===== src/rtl/train_ctl_pkg.sv =====
// Shared types and the route conflict rule for the station interlocking.
package train_ctl_pkg;

    typedef enum logic [1:0] {L_IN = 2'd0, L_OUT = 2'd1, R_IN = 2'd2, R_OUT = 2'd3} slot_e;

    typedef enum logic [2:0] {IDLE, SETTING, LOCKED, OCCUPIED, RELEASING} state_e;

    // Bit 1 of a slot is its side (0 = left), bit 0 its direction (1 = outbound).
    function automatic logic conflicts(input slot_e slot_a, input int stn_a,
                                       input slot_e slot_b, input int stn_b,
                                       input int n_stn);
        logic [1:0] a;
        logic [1:0] b;
        int         out_stn;
        logic       hit;
        a   = slot_a;
        b   = slot_b;
        hit = 1'b0;
        if (a[1] == b[1]) begin
            if (stn_a == stn_b) begin
                hit = 1'b1;
            end else if (a[0] != b[0]) begin
                out_stn = a[0] ? stn_a : stn_b;
                // An outbound route from the near half crosses the inbound throat.
                hit = a[1] ? (out_stn >= n_stn / 2) : (out_stn < n_stn / 2);
            end
        end
        return hit;
    endfunction

endpackage


===== src/rtl/route_slot.sv =====
// One route slot: state machine, point/release/approach counter and latched station index.
// The approach timeout in LOCKED is built only when ROUTE_TIMEOUT_EN is defined.
module route_slot
    import train_ctl_pkg::*;
#(
    parameter int STN_W       = 2,
    parameter int POINT_CYC   = 8,
    parameter int RELEASE_CYC = 16,
    parameter int APPROACH_TO = 1024
) (
    input  logic             clk,
    input  logic             rst,
    input  logic             set,
    input  logic             cancel,
    input  logic             occ,
    input  logic [STN_W-1:0] new_stn,
    output state_e           state,
    output logic [STN_W-1:0] stn,
    output logic             sig_clear
);

    localparam int MAX_A = (POINT_CYC > RELEASE_CYC) ? POINT_CYC : RELEASE_CYC;
    localparam int MAX_C = (MAX_A > APPROACH_TO) ? MAX_A : APPROACH_TO;
    localparam int CNT_W = $clog2(MAX_C + 1);

    state_e             state_q, state_d;
    logic [CNT_W-1:0]   cnt_q, cnt_d;
    logic [STN_W-1:0]   stn_q;

    always_ff @(posedge clk or posedge rst) begin
        if (rst) begin
            state_q <= IDLE;
            cnt_q   <= '0;
            stn_q   <= '0;
        end else begin
            state_q <= state_d;
            cnt_q   <= cnt_d;
            if (set && state_q == IDLE) stn_q <= new_stn;
        end
    end

    // Cancel is only issued by the arbiter for SETTING/LOCKED and outranks occupancy.
    always_comb begin
        state_d = state_q;
        cnt_d   = cnt_q;
        unique case (state_q)
            IDLE: begin
                if (set) begin
                    state_d = SETTING;
                    cnt_d   = '0;
                end
            end
            SETTING: begin
                if (cancel) begin
                    state_d = RELEASING;
                    cnt_d   = '0;
                end else if (!occ) begin
                    if (cnt_q == CNT_W'(POINT_CYC - 1)) begin
                        state_d = LOCKED;
                        cnt_d   = '0;
                    end else begin
                        cnt_d = cnt_q + 1'b1;
                    end
                end
            end
            LOCKED: begin
                if (cancel) begin
                    state_d = RELEASING;
                    cnt_d   = '0;
                end else if (occ) begin
                    state_d = OCCUPIED;
`ifdef ROUTE_TIMEOUT_EN
                end else if (cnt_q == CNT_W'(APPROACH_TO - 1)) begin
                    state_d = RELEASING;
                    cnt_d   = '0;
                end else begin
                    cnt_d = cnt_q + 1'b1;
`endif
                end
            end
            OCCUPIED: begin
                if (!occ) begin
                    state_d = RELEASING;
                    cnt_d   = '0;
                end
            end
            RELEASING: begin
                if (cnt_q == CNT_W'(RELEASE_CYC - 1)) begin
                    state_d = IDLE;
                    cnt_d   = '0;
                end else begin
                    cnt_d = cnt_q + 1'b1;
                end
            end
            default: begin
                state_d = IDLE;
                cnt_d   = '0;
            end
        endcase
    end

    assign state     = state_q;
    assign stn       = stn_q;
    assign sig_clear = (state_q == LOCKED);

endmodule


===== src/rtl/route_interlock.sv =====
// Station interlocking top: request arbiter, conflict check, response register and four route slots.
// Optional approach timeout in the slots is enabled with ROUTE_TIMEOUT_EN.
module route_interlock
    import train_ctl_pkg::*;
#(
    parameter int  N_STN       = 4,
    parameter int  POINT_CYC   = 8,
    parameter int  RELEASE_CYC = 16,
    parameter int  APPROACH_TO = 1024,
    localparam int STN_W       = (N_STN > 1) ? $clog2(N_STN) : 1
) (
    input  logic               CLOCK_50,
    input  logic               RESET,
    input  logic               req_valid,
    output logic               req_ready,
    input  logic               req_cancel,
    input  logic [1:0]         req_slot,
    input  logic [STN_W-1:0]   req_stn,
    output logic               rsp_valid,
    output logic               rsp_ok,
    input  logic [3:0]         occ,
    output logic [3:0]         sig_clear,
    output logic [3:0]         slot_busy,
    output logic [4*STN_W-1:0] slot_stn
);

    state_e                  st [4];
    logic [3:0][STN_W-1:0]   stn_q;
    logic [3:0]              set_v;
    logic [3:0]              cancel_v;
    logic                    accept;
    logic                    grant_ok;
    state_e                  sel_state;

    assign req_ready = !rsp_valid;
    assign accept    = req_valid && req_ready;

    // Arbitration sees pre-edge slot states, so same-edge slot transitions do not affect it.
    always_comb begin
        sel_state = st[req_slot];
        grant_ok  = 1'b0;
        if (req_cancel) begin
            grant_ok = (sel_state == SETTING) || (sel_state == LOCKED);
        end else begin
            grant_ok = (sel_state == IDLE) && (int'(req_stn) < N_STN);
            for (int i = 0; i < 4; i++) begin
                if (st[i] != IDLE &&
                    conflicts(slot_e'(req_slot), int'(req_stn), slot_e'(i[1:0]), int'(stn_q[i]), N_STN))
                    grant_ok = 1'b0;
            end
        end
    end

    always_ff @(posedge CLOCK_50 or posedge RESET) begin
        if (RESET) begin
            rsp_valid <= 1'b0;
            rsp_ok    <= 1'b0;
        end else begin
            rsp_valid <= accept;
            rsp_ok    <= accept && grant_ok;
        end
    end

    for (genvar g = 0; g < 4; g++) begin : g_slot
        assign set_v[g]    = accept && grant_ok && !req_cancel && (req_slot == 2'(g));
        assign cancel_v[g] = accept && grant_ok &&  req_cancel && (req_slot == 2'(g));
        assign slot_busy[g] = (st[g] != IDLE);

        route_slot #(
            .STN_W      (STN_W),
            .POINT_CYC  (POINT_CYC),
            .RELEASE_CYC(RELEASE_CYC),
            .APPROACH_TO(APPROACH_TO)
        ) u_slot (
            .clk      (CLOCK_50),
            .rst      (RESET),
            .set      (set_v[g]),
            .cancel   (cancel_v[g]),
            .occ      (occ[g]),
            .new_stn  (req_stn),
            .state    (st[g]),
            .stn      (stn_q[g]),
            .sig_clear(sig_clear[g])
        );
    end

    assign slot_stn = stn_q;

endmodule


===== config.mk =====
export PLATFORM = sky130hd
export DESIGN_NAME = route_interlock
export DESIGN_NICKNAME = d
export VERILOG_FILES = /design/src/rtl/train_ctl_pkg.sv /design/src/rtl/route_slot.sv /design/src/rtl/route_interlock.sv
export SDC_FILE = /design/constraint.sdc
export NUM_CORES = 1
export LEC_CHECK = 0
export CAP_MARGIN = 10
export CELL_PAD_IN_SITES_DETAIL_PLACEMENT = 0
export CELL_PAD_IN_SITES_GLOBAL_PLACEMENT = 1
export CORE_UTILIZATION = 49
export CTS_CLUSTER_SIZE = 20
export DETAILED_ROUTE_END_ITERATION = 12
export PLACE_DENSITY_LB_ADDON = 0.1
export REMOVE_ABC_BUFFERS = 1
export SLEW_MARGIN = 20
export SYNTH_ARGS = -nofsm -noshare
export SYNTH_HDL_FRONTEND = slang
export SYNTH_SLANG_ARGS = --single-unit

===== constraint.sdc =====
create_clock -name CLOCK_50 -period 3.85 [get_ports CLOCK_50]
set_clock_uncertainty 0.2 [all_clocks]
set_input_delay 0.77 -clock CLOCK_50 [delete_from_list [all_inputs] [get_ports CLOCK_50]]
set_output_delay 0.77 -clock CLOCK_50 [all_outputs]
set_load 0.01 [all_outputs]

== Yosys cells after proc, flatten, opt, wreduce, memory -nomap -nowiden ==
Cells that the tools add are included.
Word-level totals
  flip-flop bits (word level): 66
  input bits: 12
  output and inout port bits: 19
  logic and storage cells: 222
Cells by class
  add/subtract/negate cells: 4
  order comparisons: 5
  equality and inequality tests: 61
  multiplexer cells: 96
  bitwise gates (word level): 1
  reductions and logical operators: 41
Operators by type and width (count)
  two-way mux 11 bit: 28
  case mux 11 bit (5 select lines): 4
  two-way mux 3 bit: 34
  case mux 3 bit (5 select lines): 4
  adder 11 x 1 -> 11 bit, second input constant: 4
  == test 11 x 3 -> 1 bit, second input constant: 4
  == test 11 x 4 -> 1 bit, second input constant: 4
  == test 3 x 2 -> 1 bit, second input constant: 9
  inequality test 2 x 1 -> 1 bit, second input constant: 12
  inequality test 3 x 2 -> 1 bit, second input constant: 8
  AND reduction 6 bit: 4
  two-way mux 1 bit: 21
  logical AND 1 bit: 20
  AND reduction 4 bit: 4
  == test 3 x 1 -> 1 bit, second input constant: 5
  zero test 3 bit: 5
  == test 3 bit, second input constant: 4
  inequality test 3 x 1 -> 1 bit, second input constant: 4
  nonzero test 3 bit: 4
  == test 2 bit: 4
  two-way mux 2 bit: 4
  inequality test 2 bit, second input constant: 4
  binary-select mux 3 bit (select 2 bit): 1
  == test 2 bit, second input constant: 2
  8 further kinds: 11

== Depth between registers and ports, before layout ==
  depth in word-level cells: 17
  mapped depth: 9
  depth with buffers taken out: 7

== By module ==
Synthesis repeated with hierarchy kept, for this count alone.
Unflattened totals
  cells, all modules: 501
  area, all modules: 4640.7 um^2
Modules (own cells, without submodules)
  route_slot at g_slot[1].u_slot ...: times used 2, cells each 112, area each 1063.5 um^2, sequential area each 400.4 um^2
  route_slot at g_slot[0].u_slot: times used 1, cells each 110, area each 1052.3 um^2, sequential area each 400.4 um^2
  route_slot at g_slot[3].u_slot: times used 1, cells each 109, area each 1031.0 um^2, sequential area each 400.4 um^2
  route_interlock: times used 1, cells each 58, area each 430.4 um^2, sequential area each 50.0 um^2

== Least setup slack after synthesis ==
OpenSTA, ideal clock, no wires.
  path kind: input port to flip-flop
  start: input req_slot[1]
  end: register g_slot[3].u_slot.cnt_q[10]
  library setup time: 0.124 ns
  arrival: 2.713 ns
  required time: 3.526 ns
  path slack: 0.813 ns
  stages: 8
  path buffers: 2
  cells stage by stage: buf_6 -> mux4_2 -> or2_4 -> nor3_4 -> nand4_2 -> a21o_1 -> buf_6 -> a211o_1
Between the ends
  word-level cells in the longest chain between the ends: 15
  elaborated cells between the ends (all ways): 37
  classes of those cells: 6 x eq/ne; 18 x mux; 1 x bitwise; 12 x reduce/logical
Ends and longest elaborated chain
  start, declared: RTL line route_interlock.sv:17  | input logic [1:0] req_slot,
  NOT 2 -> 3 bit (not written as such): RTL line route_interlock.sv:40  | sel_state = st[req_slot];
  binary-select mux 3 bit (select 2 bit): RTL line route_interlock.sv:40
  two-way mux 3 bit (not written as such) (2 in a row): RTL line route_interlock.sv:40
  zero test 3 bit: RTL line route_interlock.sv:45  | grant_ok = (sel_state == IDLE) && (int'(req_stn) < N_STN);
  two-way mux 1 bit (4 in a row): RTL line route_interlock.sv:47  | if (st[i] != IDLE &&
  two-way mux 1 bit: RTL line route_interlock.sv:42  | if (req_cancel) begin
  logical AND 1 bit: RTL line route_interlock.sv:65, route_interlock.sv:66
  logical AND 1 bit (on tied branches) (2 in a row): RTL line route_interlock.sv:66, route_interlock.sv:65
  two-way mux 11 bit (tied with other cells): RTL line route_slot.sv:54  | if (cancel) begin
  case mux 11 bit (5 select lines) / AND reduction 4 bit (equally long branches)
  end signal, assigned: RTL line route_slot.sv:37  | cnt_q <= cnt_d;
  end, declared: RTL line route_slot.sv:27  | logic [CNT_W-1:0] cnt_q, cnt_d;
Parallel ways exist; a longest one is shown, timed or not. The select of a mux whose other input is x is not followed.
A chain may end at the register's enable or synchronous reset.

== Worst setup path after layout ==
  start: input req_slot[1]
  end: register g_slot[0].u_slot.cnt_q[0]
Between the ends
  word-level cells in the longest chain between the ends: 15
  elaborated cells between the ends (all ways): 37
  classes of those cells: 5 x eq/ne; 18 x mux; 1 x bitwise; 13 x reduce/logical
Ends and longest elaborated chain (RTL line)
  NOT 2 -> 3 bit (not written as such): route_interlock.sv:40
  binary-select mux 3 bit (select 2 bit): route_interlock.sv:40
  two-way mux 3 bit (not written as such) (2 in a row): route_interlock.sv:40
  zero test 3 bit: route_interlock.sv:45
  two-way mux 1 bit (4 in a row): route_interlock.sv:47
  two-way mux 1 bit: route_interlock.sv:42
  logical AND 1 bit: route_interlock.sv:65, route_interlock.sv:66
  logical AND 1 bit (on tied branches) (2 in a row): route_interlock.sv:66, route_interlock.sv:65
  two-way mux 11 bit (tied with other cells): route_slot.sv:54
  case mux 11 bit (5 select lines) / AND reduction 4 bit (equally long branches)
  end signal, assigned: route_slot.sv:37
  end, declared: route_slot.sv:27
Parallel ways exist; a longest one is shown, timed or not. The select of a mux whose other input is x is not followed.

==> impl_table.tex <==
\begin{tabular}{lr}
\hline
Metric & Value \\
\hline
\multicolumn{2}{l}{\textbf{Power}} \\
Total design power & about 2.8 mW \\
Share of power burned in the clock network & about a fifth \\
Sequential fraction of design power & 35.7\% \\
Switching power summed over all nets & 1.14 mW \\
Share of total power in combinational logic & 44.4\% \\
Switching Share & 41.2\% \\
Leak Pwr & 2.17 nW \\
Power per cell area & 566 nW/um\^{}2 \\
Peak supply drop & 0.333 mV \\
Internal & 1.63 mW \\
\multicolumn{2}{l}{\textbf{Clock tree}} \\
Post CTS Setup Buffer Count & 0 \\
Num CTS Buffers & 9 \\
Number of gates given a new drive strength after cts & 0 \\
CTS tree & done \\
Worst-path clk slew & 0.07 ns \\
Insertion delay to the later sink of the worst-skew pair & 0.35 ns \\
Buffer type at the clock tree root & clkbuf\_8 \\
Htree depth & 3 \\
Total clock sinks & 66 \\
Maximum root-to-sink buffer count & 2 \\
Number of buffers inserted for hold repair after clock tree synthesis & 0 \\
\multicolumn{2}{l}{\textbf{Hold path}} \\
Worst Min Path Start & g\_slot[2].u\_slot.cnt\_q[10] \\
Worst hold path class & register to register \\
Cell count of the worst hold path & 1 \\
Endpoint with the worst hold slack & g\_slot[2].u\_slot.cnt\_q[10] \\
\multicolumn{2}{l}{\textbf{Yosys}} \\
Portion of synthesized cell area occupied by the leading cell type & 38.2\% \\
Number of enable flip-flop cells after synthesis & 0 \\
Leading area contributor after synthesis & dfrtp\_1 \\
Synthesized area per cell & $\sim$8.5 sq um \\
Post-synthesis cell type count & 63 \\
Synth Register Bits & 66 \\
Sequential fraction of the synthesis area & around two fifths \\
Synthesized area & 4320 sq um \\
Primary FF master, synth & dfrtp\_1 \\
Fraction of registers with async set or reset after synthesis & 100\% \\
Gate count of the mapped netlist & 511 \\
Cell types occupying the most area after synthesis & dfrtp\_1 (38\%), o21ai\_0 (7.2\%), nand3\_1 (3.8\%) \\
Total number of yosys warnings & 0 \\
\multicolumn{2}{l}{\textbf{Routing}} \\
Post-detailed-route DRC marker count & 0 \\
Total via count after detailed routing & 3,912 \\
Total routed wirelength & slightly above 10,000 um \\
First DRT Iteration DRCs & 246 \\
Final routed wire length divided by cell count & 15.7 um \\
Number of iterations in the first detailed-routing pass & 5 \\
Post-detailed-route count of antenna-violating nets & 0 \\
Post-DR vias/cell & 6.06 \\
\multicolumn{2}{l}{\textbf{Placement}} \\
Number of buffer cells added on primary ports & 30 \\
Placer congestion estimate & 0.873 \\
Detailed placer's ending HPWL & 7130 um \\
Setup WS pre-CTS & $\sim$0.11 ns \\
Instance area after placement & 4730 sq um \\
\multicolumn{2}{l}{\textbf{Setup path}} \\
Endpoint type of the worst setup path & register \\
Launch point of the worst reg-to-reg path & g\_slot[1].u\_slot.state[1] \\
Maximum fanout encountered on the critical timing path & 12 \\
Total stage count of the critical path & 6 \\
Largest delay share family, worst path & multiplexers \\
Critical R2R Capture & g\_slot[0].u\_slot.cnt\_q[0] \\
Worst-case register-to-register setup slack & between 1 and 1.5 ns \\
Required arrival time at the worst endpoint & 3.88 ns \\
Crit path launch type & primary input \\
Critical Path, Cell by Cell & clkdlybuf4s50\_1, mux4\_2, or2\_4, nor3\_4, a31oi\_1, mux2\_2 \\
WS Path Type & primary input to register \\
Worst r2r path cells & 5 \\
Critical path data arrival time & 3.40 ns \\
Number of buffers and inverters on the critical path & 1 \\
Critical path's largest stage delay & 0.62 ns \\
Slowest cell on the critical path & clkdlybuf4s50\_1 \\
\multicolumn{2}{l}{\textbf{Timing}} \\
Measured slew at the worst slew-check pin & 0.997 ns \\
Fin crit share & 87.4\% \\
PnR worst setup slack & 0.483 ns \\
Normalized max-slew margin & 33.2\% \\
Final worst hold slack & 0.292 ns \\
Final max-slew violation count & 0 \\
Final min period & approximately 3.4 ns \\
Final setup vio count & 0 \\
Final hold violation count & 0 \\
Unrepaired setup endpoints after global routing & false \\
Setup TNS & 0 ns \\
Upper clock frequency limit & 297 MHz \\
\multicolumn{2}{l}{\textbf{Global route}} \\
Global routing usage summed across all routing layers & 24.2\% \\
Total gr overflow & 0 \\
Number of global-route vias before repair & 3,598 \\
Initial antenna violation count & 0 \\
Maximum number of pins on one net before global-route repair & 38 \\
Wire length of the first global-routing pass & approximately 17,000 um \\
\multicolumn{2}{l}{\textbf{Layout}} \\
Share of final-layout standard cells stronger than drive strength 1 & under 10\% \\
Count of inserted antenna diode cells & 0 \\
Number of filler cells placed in the layout & 756 \\
Total number of nets in the final design & 552 \\
Finished layout cell area & just under 5000 sq um \\
Most common cell after layout, fill and taps aside & dfrtp\_1 \\
Area growth from synthesis to final layout & 13.6\% \\
Commonest non-fill, non-tap cells in the layout & dfrtp\_1 (66), o21ai\_0 (62), nand2\_1 (38), nor2\_1 (38), nand3\_1 (33) \\
\multicolumn{2}{l}{\textbf{Floorplanning}} \\
Initial Utilization & 51.5\% \\
Number of placement rows & 33 \\
Die Footprint & 9200 sq um \\
Core box area & 8380 sq um \\
Width of the die & 95.9 um \\
Ports placed on the boundary & 31 \\
Die Height & 95.9 um \\
\multicolumn{2}{l}{\textbf{Run}} \\
Max-cap violations & 0 \\
\multicolumn{2}{l}{\textbf{Outcome}} \\
Status & finished clean \\
\hline
\end{tabular}
## area by class of cell
type	count	area [sq um]	area share [%]
Multi-Input combinational cell	392	2430	49.5
Sequential cell	66	1650	33.6
Timing Repair Buffer	46	433	8.82
Clock buffer	14	173	3.52
Tap cell	105	131	2.68
Inverter	21	78.8	1.61
Clock inverter	2	10.0	0.204
## sequential cells by signal, summed over array words and instances (netlist names)
register / flops
rsp_ok: 1
g_slot.u_slot.stn: 8
g_slot.u_slot.state: 12
rsp_valid: 1
g_slot.u_slot.cnt_q: 44
## power by group through the flow
stage	Combinational [mW]	Sequential, mW	Clock [mW]
after global placement	1.21	0.998	0
after floorplan	0.795	0.966	0
final	1.23	0.993	0.552
after global routing	1.37	1.01	0.604
after detailed placement	1.22	1.00	0
after CTS	1.23	0.989	0.573
## stage by stage
stage / util (%) / cells
detailed placement: 56.4 / 630
global placement: 56.4 / 630
floorplan: - / 479
global route: 58.6 / 646
finish: 58.6 / 646
CTS: 58.6 / 646
## per-layer routing
layer / wire, um / vias to the layer above / GRT usage (%) / share of wire [%]
met4: 112 / 0 / 5.97 / 1.1
met5: 0 / - / 0 / 0
li1: - / 1942 / - / -
met1: 4840 / 1857 / 33.9 / 48
met3: 551 / 13 / 5.45 / 5.4
met2: 4670 / 100 / 38.1 / 46
## cell families after synthesis
group           after synthesis  synth area share, %
xor+xnor                      7                 1.42
fa+ha+maj                     5                 1.39
compound gates              157                 23.3
buf+inv                      53                 5.50
mux                          16                 4.52
simple gates                207                 25.7
flops                        66                 38.2
## Yosys cell counts (all sizes together), types with 3 or more instances
master and count:
a21oi 18, or2 3, clkbuf 21, buf 11
o311ai 4, a22oi 3, o21ai 63, mux2 8
mux2i 6, o211ai 3, nand3 33, inv 21
o31ai 13, a21o 15, or3 4, nor3b 7
nor2 38, a31oi 8, and3b 3, nand4 5
a211o 6, nand2b 10, nand2 38, nor3 17
nor2b 8, xor2 4, o22ai 3, xnor2 3
a211oi 3, nor4 7, ha 4, and3 24
dfrtp 66
## worst max path at each step
stage	from	end	slack (ns)
after global placement	req_slot[1]	g_slot[0].u_slot.cnt_q[0]	0.16
after floorplan	req_slot[1]	g_slot[1].u_slot.cnt_q[9]	0.87
after global routing	req_slot[1]	g_slot[0].u_slot.cnt_q[9]	0.24
after detailed placement	req_slot[1]	g_slot[0].u_slot.cnt_q[0]	0.11
final	req_slot[1]	g_slot[0].u_slot.cnt_q[0]	0.48
after CTS	req_slot[1]	g_slot[2].u_slot.cnt_q[6]	0.49
Note: power is estimated with default switching activity, not from simulation.
